## src/rtl/fetch_redirect_controller.sv

```systemverilog
// Instruction-fetch PC sequencer: issues imem requests, applies trap/xRET/jump
// redirects, squashes wrong-path responses and raises the IF/ID + ID/EX flush.
package branch_decoder_unit_pkg;
  typedef enum logic [1:0] {
    PcPlus4             = 2'd0,
    PcOrReadDataPlusImm = 2'd1,
    Sepc                = 2'd2,
    Mepc                = 2'd3
  } pc_src_t;
endpackage

module fetch_redirect_controller
  import branch_decoder_unit_pkg::*;
#(
  parameter int unsigned      Width          = 32,
  parameter logic [Width-1:0] ResetVector    = '0,
  parameter int unsigned      MaxOutstanding = 2
) (
  input  logic             clock,
  input  logic             reset,
  input  logic             ex_valid,
  input  pc_src_t          pc_src,
  input  logic [Width-1:0] ex_target,
  input  logic [Width-1:0] sepc,
  input  logic [Width-1:0] mepc,
  input  logic             trap_req,
  input  logic [Width-1:0] trap_vector,
  input  logic             stall,
  output logic             fetch_valid,
  input  logic             fetch_ready,
  output logic [Width-1:0] fetch_addr,
  input  logic             resp_valid,
  input  logic [Width-1:0] resp_data,
  output logic             inst_valid,
  output logic [Width-1:0] inst,
  output logic             flush,
  output logic [Width-1:0] pc
);

  localparam int unsigned CntW = $clog2(MaxOutstanding + 1);

  typedef enum logic {Boot = 1'b0, Run = 1'b1} state_t;

  state_t           state_q, state_d;
  logic [Width-1:0] pc_q, pc_d;
  logic [CntW-1:0]  out_q, out_d;
  logic [CntW-1:0]  disc_q, disc_d;
  logic [CntW-1:0]  out_dec;
  logic [Width-1:0] raw_target;
  logic             redirect;
  logic             accept;
  logic             resp_eff;

  // State registers
  always_ff @(posedge clock) begin
    if (reset) begin
      state_q <= Boot;
      pc_q    <= ResetVector;
      out_q   <= '0;
      disc_q  <= '0;
    end else begin
      state_q <= state_d;
      pc_q    <= pc_d;
      out_q   <= out_d;
      disc_q  <= disc_d;
    end
  end

  // Redirect decision, request issue, response filtering and next state
  always_comb begin
    state_d     = state_q;
    pc_d        = pc_q;
    out_d       = out_q;
    disc_d      = disc_q;
    redirect    = 1'b0;
    raw_target  = pc_q;
    fetch_valid = 1'b0;
    accept      = 1'b0;
    inst_valid  = 1'b0;
    flush       = 1'b0;

    // A response with nothing outstanding is a protocol error and is ignored
    resp_eff = resp_valid && (out_q != '0);
    out_dec  = out_q - CntW'(resp_eff);

    case (state_q)
      Boot: state_d = Run;
      Run: begin
        if (trap_req) begin
          redirect   = 1'b1;
          raw_target = trap_vector;
        end else if (ex_valid) begin
          case (pc_src)
            Sepc: begin
              redirect   = 1'b1;
              raw_target = sepc;
            end
            Mepc: begin
              redirect   = 1'b1;
              raw_target = mepc;
            end
            PcOrReadDataPlusImm: begin
              redirect   = 1'b1;
              raw_target = ex_target;
            end
            default: ;
          endcase
        end
        fetch_valid = !redirect && !stall && (out_q < CntW'(MaxOutstanding));
      end
      default: state_d = Boot;
    endcase

    accept     = fetch_valid && fetch_ready;
    inst_valid = resp_valid && (disc_q == '0) && !redirect && (out_q != '0);
    flush      = redirect;

    if (redirect) begin
      // Everything still in flight after this edge belongs to the old path
      pc_d   = {raw_target[Width-1:2], 2'b00};
      out_d  = out_dec;
      disc_d = out_dec;
    end else begin
      if (accept) pc_d = pc_q + Width'(4);
      out_d = out_dec + CntW'(accept);
      if (resp_eff && (disc_q != '0)) disc_d = disc_q - CntW'(1);
    end
  end

  assign fetch_addr = pc_q;
  assign pc         = pc_q;
  assign inst       = resp_data;

endmodule

```

## config.mk

```make
export PLATFORM = sky130hd
export DESIGN_NAME = fetch_redirect_controller
export DESIGN_NICKNAME = d
export VERILOG_FILES = /design/src/rtl/fetch_redirect_controller.sv
export SDC_FILE = /design/constraint.sdc
export NUM_CORES = 1
export LEC_CHECK = 0
export BUFFER_PORTS_ARGS = -buffer_cell sky130_fd_sc_hd__buf_2
export CAP_MARGIN = 20
export CORE_AREA = 2 2 105 107
export CTS_BUF_LIST = sky130_fd_sc_hd__clkbuf_2 sky130_fd_sc_hd__clkbuf_4 sky130_fd_sc_hd__clkbuf_8
export DETAILED_ROUTE_END_ITERATION = 8
export DIE_AREA = 0 0 107 109
export PLACE_DENSITY = 0.7
export REMOVE_ABC_BUFFERS = 1
export SLEW_MARGIN = 25
export SYNTH_ARGS = -nofsm -noshare
export SYNTH_HDL_FRONTEND = slang
export SYNTH_SLANG_ARGS = --single-unit
```

## constraint.sdc

```tcl
create_clock -name clock -period 2.52 [get_ports clock]
set_input_delay 0.378 -clock clock [delete_from_list [all_inputs] [get_ports clock]]
set_output_delay 0.378 -clock clock [all_outputs]
set_load 0.005 [all_outputs]
```

==> results.yml, run 1 <==
synthesis:
  synth_top_area_share_pct: 19.3
  ys_types: 65
  yosysTopAreaCell: "dfxtp_1"
  ys_seq_elements: 35
  synth_area_per_cell_um2: 7.85
  synthTopCellsByArea: "dfxtp_1 19%, buf_4 15%, mux2_2 6.8%, nand3_1 4.0%, a221oi_1 3.9%"
  yosysMostFrequentCell: "buf_4"
  ys.flop_type: "dfxtp_1"
  yosysWarningCount: 0
  syn_inst: 463
  ys_seq_area_share_pct: 19.3
  synth_common_cells: "71 x buf_4, 35 x dfxtp_1, 30 x nor2_1"
  async_flop_share_pct: 0
  syn_area_um2: 3630
  synth-edff-count: 0
sta:
  hold_viol: 0
  slew_headroom_pct: 65.9
  finClkSkew_ns: 0.00638
  rsz0062_at_grt: "no"
  timing.fmax_mhz: 482
  finalSetupTns_ns: 0
  fin_ws_ns: 0.444
  fin_crit_ns: 2.08
  setup_viol: 0
  tightest_slew_ns: 0.510
  min_period_over_period_pct: 82.4
  drv_slew: 0
critical_path:
  ff2ff_setup_slack_ns: 0.50
  criticalPathCategory: "input pin to primary output"
  end_kind: "primary output"
  critPathArrivalTime_ns: 1.70
  crit_required_ns: 2.14
  start_kind: "input pin"
  crit_fanout: 15
cells_and_area:
  final_nets: 759
  utilization_pct: 41.8
  multiInputGateArea_um2: 2260
  ff_latch_area_um2: 701
  fillers: 1087
  drive_gt1_share_pct: 44.5
  syn2layout_area_growth_pct: 21.8
  n_antenna_cell: 0
routing:
  vias: 4154
  routed_via_density: 5.71
  first_pass_iters: 5
  wl_per_cell_um: 21.0
  wirelength_um: 15300
  drc: 0
  antenna_left: 0
  drt_iter0_drc: 315
clock_tree:
  path_clk_slew_ns: 0.07
  cts_resized: 0
  cts_made_buffers: 5
  ctsRootBufferMaster: "clkbuf_8"
  hold_buffers: 0
  cts_tree: "done"
  clkLatencyLatePin_ns: 0.29
  post_cts_buffers: 0
  cts.sinks: 35
  htree_num_levels: 2
  cts.path.max_buffers: 2
pwr:
  cellLeakagePower_uw: 0.00201
  cellPowerDensity_nw_per_um2: 433
  p_total_uw: 1920
  vdd_drop_max_v: 0.000254
place:
  pre_cts_slack_ns: 0.307
  gp_congestion: 0.891
  dpl.hpwl_um: 12200
  io_buffers: 191
grt:
  gr-usage-all-layers_pct: 25.1
  antenna_found_initial: 1
  grt_pass1_wl_um: 21900
  grt_max_degree: 20
  grt_pass1_vias: 3860
  grt-ovfl-total: 0
run_status:
  status: "finished clean"
floorplan:
  die_h_um: 109
  ios: 268
  die_w_um: 107
  dieArea_um2: 11700
  rows: 38
  start_util_pct: 34.3
  core_area_um2: 10600
min_path:
  hold_path_class: "input pin to flip-flop"
job:
  max_cap_violations: 0
## cells in the final DEF, fill, tap and decap left out, types with 4 or more instances in the layout
cell and instances:
a21oi_1 17, a221oi_1 16, a22oi_1 10, a2bb2oi_1 6, a31oi_1 7, and2_1 5
and3_1 5, buf_2 191, buf_4 18, clkbuf_8 6, conb_1 4, dfxtp_1 35
ha_1 4, inv_1 10, mux2_2 22, mux2i_1 9, nand2_1 26, nand3_1 29
nand4_1 11, nor2_1 30, nor3_1 18, o211ai_1 5, o21ai_0 17, o22ai_1 5
o311ai_1 8, or3_1 5
## sequential cells by signal, indices dropped and copies added, names as in the netlist
register / flops
state_q: 1
out_q: 2
fetch_addr: 30
disc_q: 2
## power by group
group | internal [µW] | leakage (µW) | switching [µW]
Sequential | 612 | 0.000288 | 87.0
Combinational | 332 | 0.00166 | 342
Clock | 320 | 0.0000612 | 226
Total | 1260 | 0.00201 | 654
## layout make-up
type / instances / share of cell area [%]
multi-input combinational: 321 / 51.0
timing repair buffer: 211 / 25.6
sequential: 35 / 15.8
tap: 140 / 3.96
clock buffer: 6 / 1.87
inverter: 12 / 1.02
clock inverter: 2 / 0.791
## metrics by stage
step	hold slack, ns	area [µm²]	cells
floorplan	0.447	3000	368
global placement	0.524	4310	719
detailed placement	0.534	4310	719
CTS	0.438	4430	727
global route	0.474	4430	727
finish	0.434	4430	727
## final timing paths
check / startpoint / endpoint / cells after the start
worst min-delay path: trap_vector[7] / fetch_addr[7] / 5
worst max-delay path: pc_src[0] / flush / 6
worst min register to register: fetch_addr[31] / fetch_addr[31] / 2
worst max register to register: fetch_addr[15] / fetch_addr[30] / 5
## worst max-delay path: stages
cell and delay [ns]:
buf_2 0.40, o21a_1 0.29, o21ai_4 0.08, inv_2 0.23, buf_12 0.18, buf_2 0.12
## per-layer routing
layer | GRT usage, % | wire, µm | up-vias
met4 | 4.92 | 162 | 4
li1 | - | - | 1929
met1 | 33.8 | 6850 | 1938
met5 | 4.02 | 72 | -
met3 | 10.2 | 1730 | 17
met2 | 37.7 | 6440 | 266
## kinds of logic after synthesis
family          Yosys count  synth area share [%]
compound gates          123                  25.6
mux                      31                  9.30
simple gates            154                  24.2
xor+xnor                  5                  1.21
other cells               1                 0.103
flops                    35                  19.3
buf+inv                 110                  19.0
fa+ha+maj                 4                  1.38
Power figures use the tool's default switching activity.
==> inputs of run 2 (changes only) <==
--- a/config.mk
+++ b/config.mk
@@ -7,11 +7,11 @@
 export LEC_CHECK = 0
 export BUFFER_PORTS_ARGS = -buffer_cell sky130_fd_sc_hd__buf_2
 export CAP_MARGIN = 20
-export CORE_AREA = 2 2 105 107
+export CORE_AREA = 2 2 104 106
 export CTS_BUF_LIST = sky130_fd_sc_hd__clkbuf_2 sky130_fd_sc_hd__clkbuf_4 sky130_fd_sc_hd__clkbuf_8
 export DETAILED_ROUTE_END_ITERATION = 8
-export DIE_AREA = 0 0 107 109
-export PLACE_DENSITY = 0.7
+export DIE_AREA = 0 0 106 108
+export PLACE_DENSITY = 0.74
 export REMOVE_ABC_BUFFERS = 1
 export SLEW_MARGIN = 25
 export SYNTH_ARGS = -nofsm -noshare
==> constraint.sdc (replaced) <==
create_clock -name clock -period 1.85 [get_ports clock]
set_input_delay 0.2775 -clock clock [delete_from_list [all_inputs] [get_ports clock]]
set_output_delay 0.2775 -clock clock [all_outputs]
set_load 0.005 [all_outputs]
==> run 2 against run 1 <==
Effect of this change:
- clock power increased by 7.9%
- register-to-register slack worse by 0.40 ns
- sequential power increased by 30%
- core utilization increased by 5.2 points
- combinational power grew 59%
- clock-buffer cell count unchanged
- design area is 8.5% higher
- via count rose by 3.7%
- non-clock buffer count increased by 52
- critical path depth shrank 1
- total power rose by 34%
==> results.yml, run 2 (same netlist as run 1, synthesis figures left out) <==
critical_path:
  r2r-end: "fetch_addr[20]"
  crit_fanout: 7
  end_kind: "flip-flop"
  critPathArrivalTime_ns: 1.97
  ff2ff_setup_slack_ns: 0.1
  criticalPathCategory: "flip-flop to flip-flop"
  crit_required_ns: 2.07
  start_kind: "flip-flop"
  rr_worst_depth: 5
  r2r-start: "fetch_addr[12]"
clock_tree:
  cts_resized: 0
  path_clk_slew_ns: 0.08
  cts_tree: "done"
  cts.path.max_buffers: 2
  ctsRootBufferMaster: "clkbuf_8"
  hold_buffers: 0
  post_cts_buffers: 0
  cts_made_buffers: 5
  clkLatencyLatePin_ns: 0.29
  cts.sinks: 35
  htree_num_levels: 2
pwr:
  vdd_drop_max_v: 0.000268
  cellLeakagePower_uw: 0.00227
  cellPowerDensity_nw_per_um2: 535
  p_total_uw: 2570
min_path:
  hold_path_class: "input pin to flip-flop"
  min_path_cells: 2
  hold_end: "fetch_addr[19]"
  min_from: "reset"
sta:
  hold_viol: 0
  finalSetupTns_ns: 0
  drv_slew: 0
  setup_viol: 0
  finClkSkew_ns: 0.0125
  fin_crit_ns: 1.75
  timing.fmax_mhz: 571
  min_period_over_period_pct: 94.7
  rsz0062_at_grt: "no"
routing:
  routed_via_density: 5.56
  drc: 0
  antenna_left: 0
  wl_per_cell_um: 19.6
  wirelength_um: 15100
  first_pass_iters: 4
  drt_iter0_drc: 206
  vias: 4306
floorplan:
  start_util_pct: 35.5
  rows: 37
  die_h_um: 108
  ios: 268
  core_area_um2: 10200
  die_w_um: 106
  dieArea_um2: 11400
cells_and_area:
  final_nets: 811
  drive_gt1_share_pct: 49.7
  layoutNonFillerInstCount: 774
  largest_register_ffs: 30
  postLayoutCellArea_um2: 4800
  syn2layout_area_growth_pct: 32.2
  layout_commonest_cell: "buf_2"
  layout_common_cells: "191 x buf_2, 70 x buf_4, 33 x dfxtp_1, 30 x nor2_1, 28 x nand3_1"
  n_antenna_cell: 0
  utilization_pct: 46.9
grt:
  grt_pass1_wl_um: 22700
  antenna_found_initial: 0
  gr-usage-all-layers_pct: 25.9
  grt_pass1_vias: 4105
  grt-ovfl-total: 0
  grt_max_degree: 25
place:
  dpl.hpwl_um: 12400
  io_buffers: 191
  place_inst: 767
  dpl_cell_area_um2: 4690
  gp_congestion: 0.949
run_status:
  status: "finished clean"
job:
  max_cap_violations: 0
## run 2: how the worst max path moves through the flow
stage	end	slack (ns)	cells past startpoint	start
3_3_place_gp	fetch_addr[26]	0.06	7	pc_src[0]
4_1_cts	fetch_addr[20]	0.003	5	fetch_addr[8]
5_1_grt	fetch_addr[24]	0.0005	5	fetch_addr[17]
6_report	fetch_addr[20]	0.1	5	fetch_addr[12]
2_1_floorplan	fetch_addr[14]	0.02	6	pc_src[1]
3_5_place_dp	fetch_addr[8]	0.04	7	pc_src[0]
## run 2: through the flow
step,hold WS (ns),worst slack [ns]
floorplan,0.347,0.0152
global placement,0.524,0.0599
detailed placement,0.531,0.0376
CTS,0.270,0.00285
global route,0.281,0.000548
finish,0.279,0.0975
## run 2: power breakdown
| group | leakage (µW) | internal (µW) | switching, µW | total [µW] |
|---|---|---|---|---|
| clock network | 0.0000470 | 293 | 297 | 589 |
| registers | 0.000289 | 835 | 75.5 | 911 |
| logic | 0.00193 | 535 | 537 | 1070 |
| total | 0.00227 | 1660 | 909 | 2570 |
## run 2: area by class of cell
class                           instances  area, µm²
Clock buffer                            6       82.6
Inverter                               12       45.0
Fill cell                            1061       5430
Sequential cell                        35        703
Tap cell                              136        170
Clock inverter                          1       5.00
Timing Repair Buffer                  263       1520
Multi-Input combinational cell        321       2280
## run 2: layer usage
layer  routed length [µm]  GRT usage (%)  vias up
li1                     -              -     2027
met3                 1650           8.32       29
met1                 6580           33.8     1962
met4                  306           6.30        2
met5                   49           4.46        -
met2                 6570           41.3      286
## run 2: critical path, cell delays in order, from the launching register on
cell	delay, ns
dfxtp_1	0.39
nand4_4	0.21
or4_4	0.61
nor3_4	0.21
mux2i_1	0.10
a21oi_1	0.15
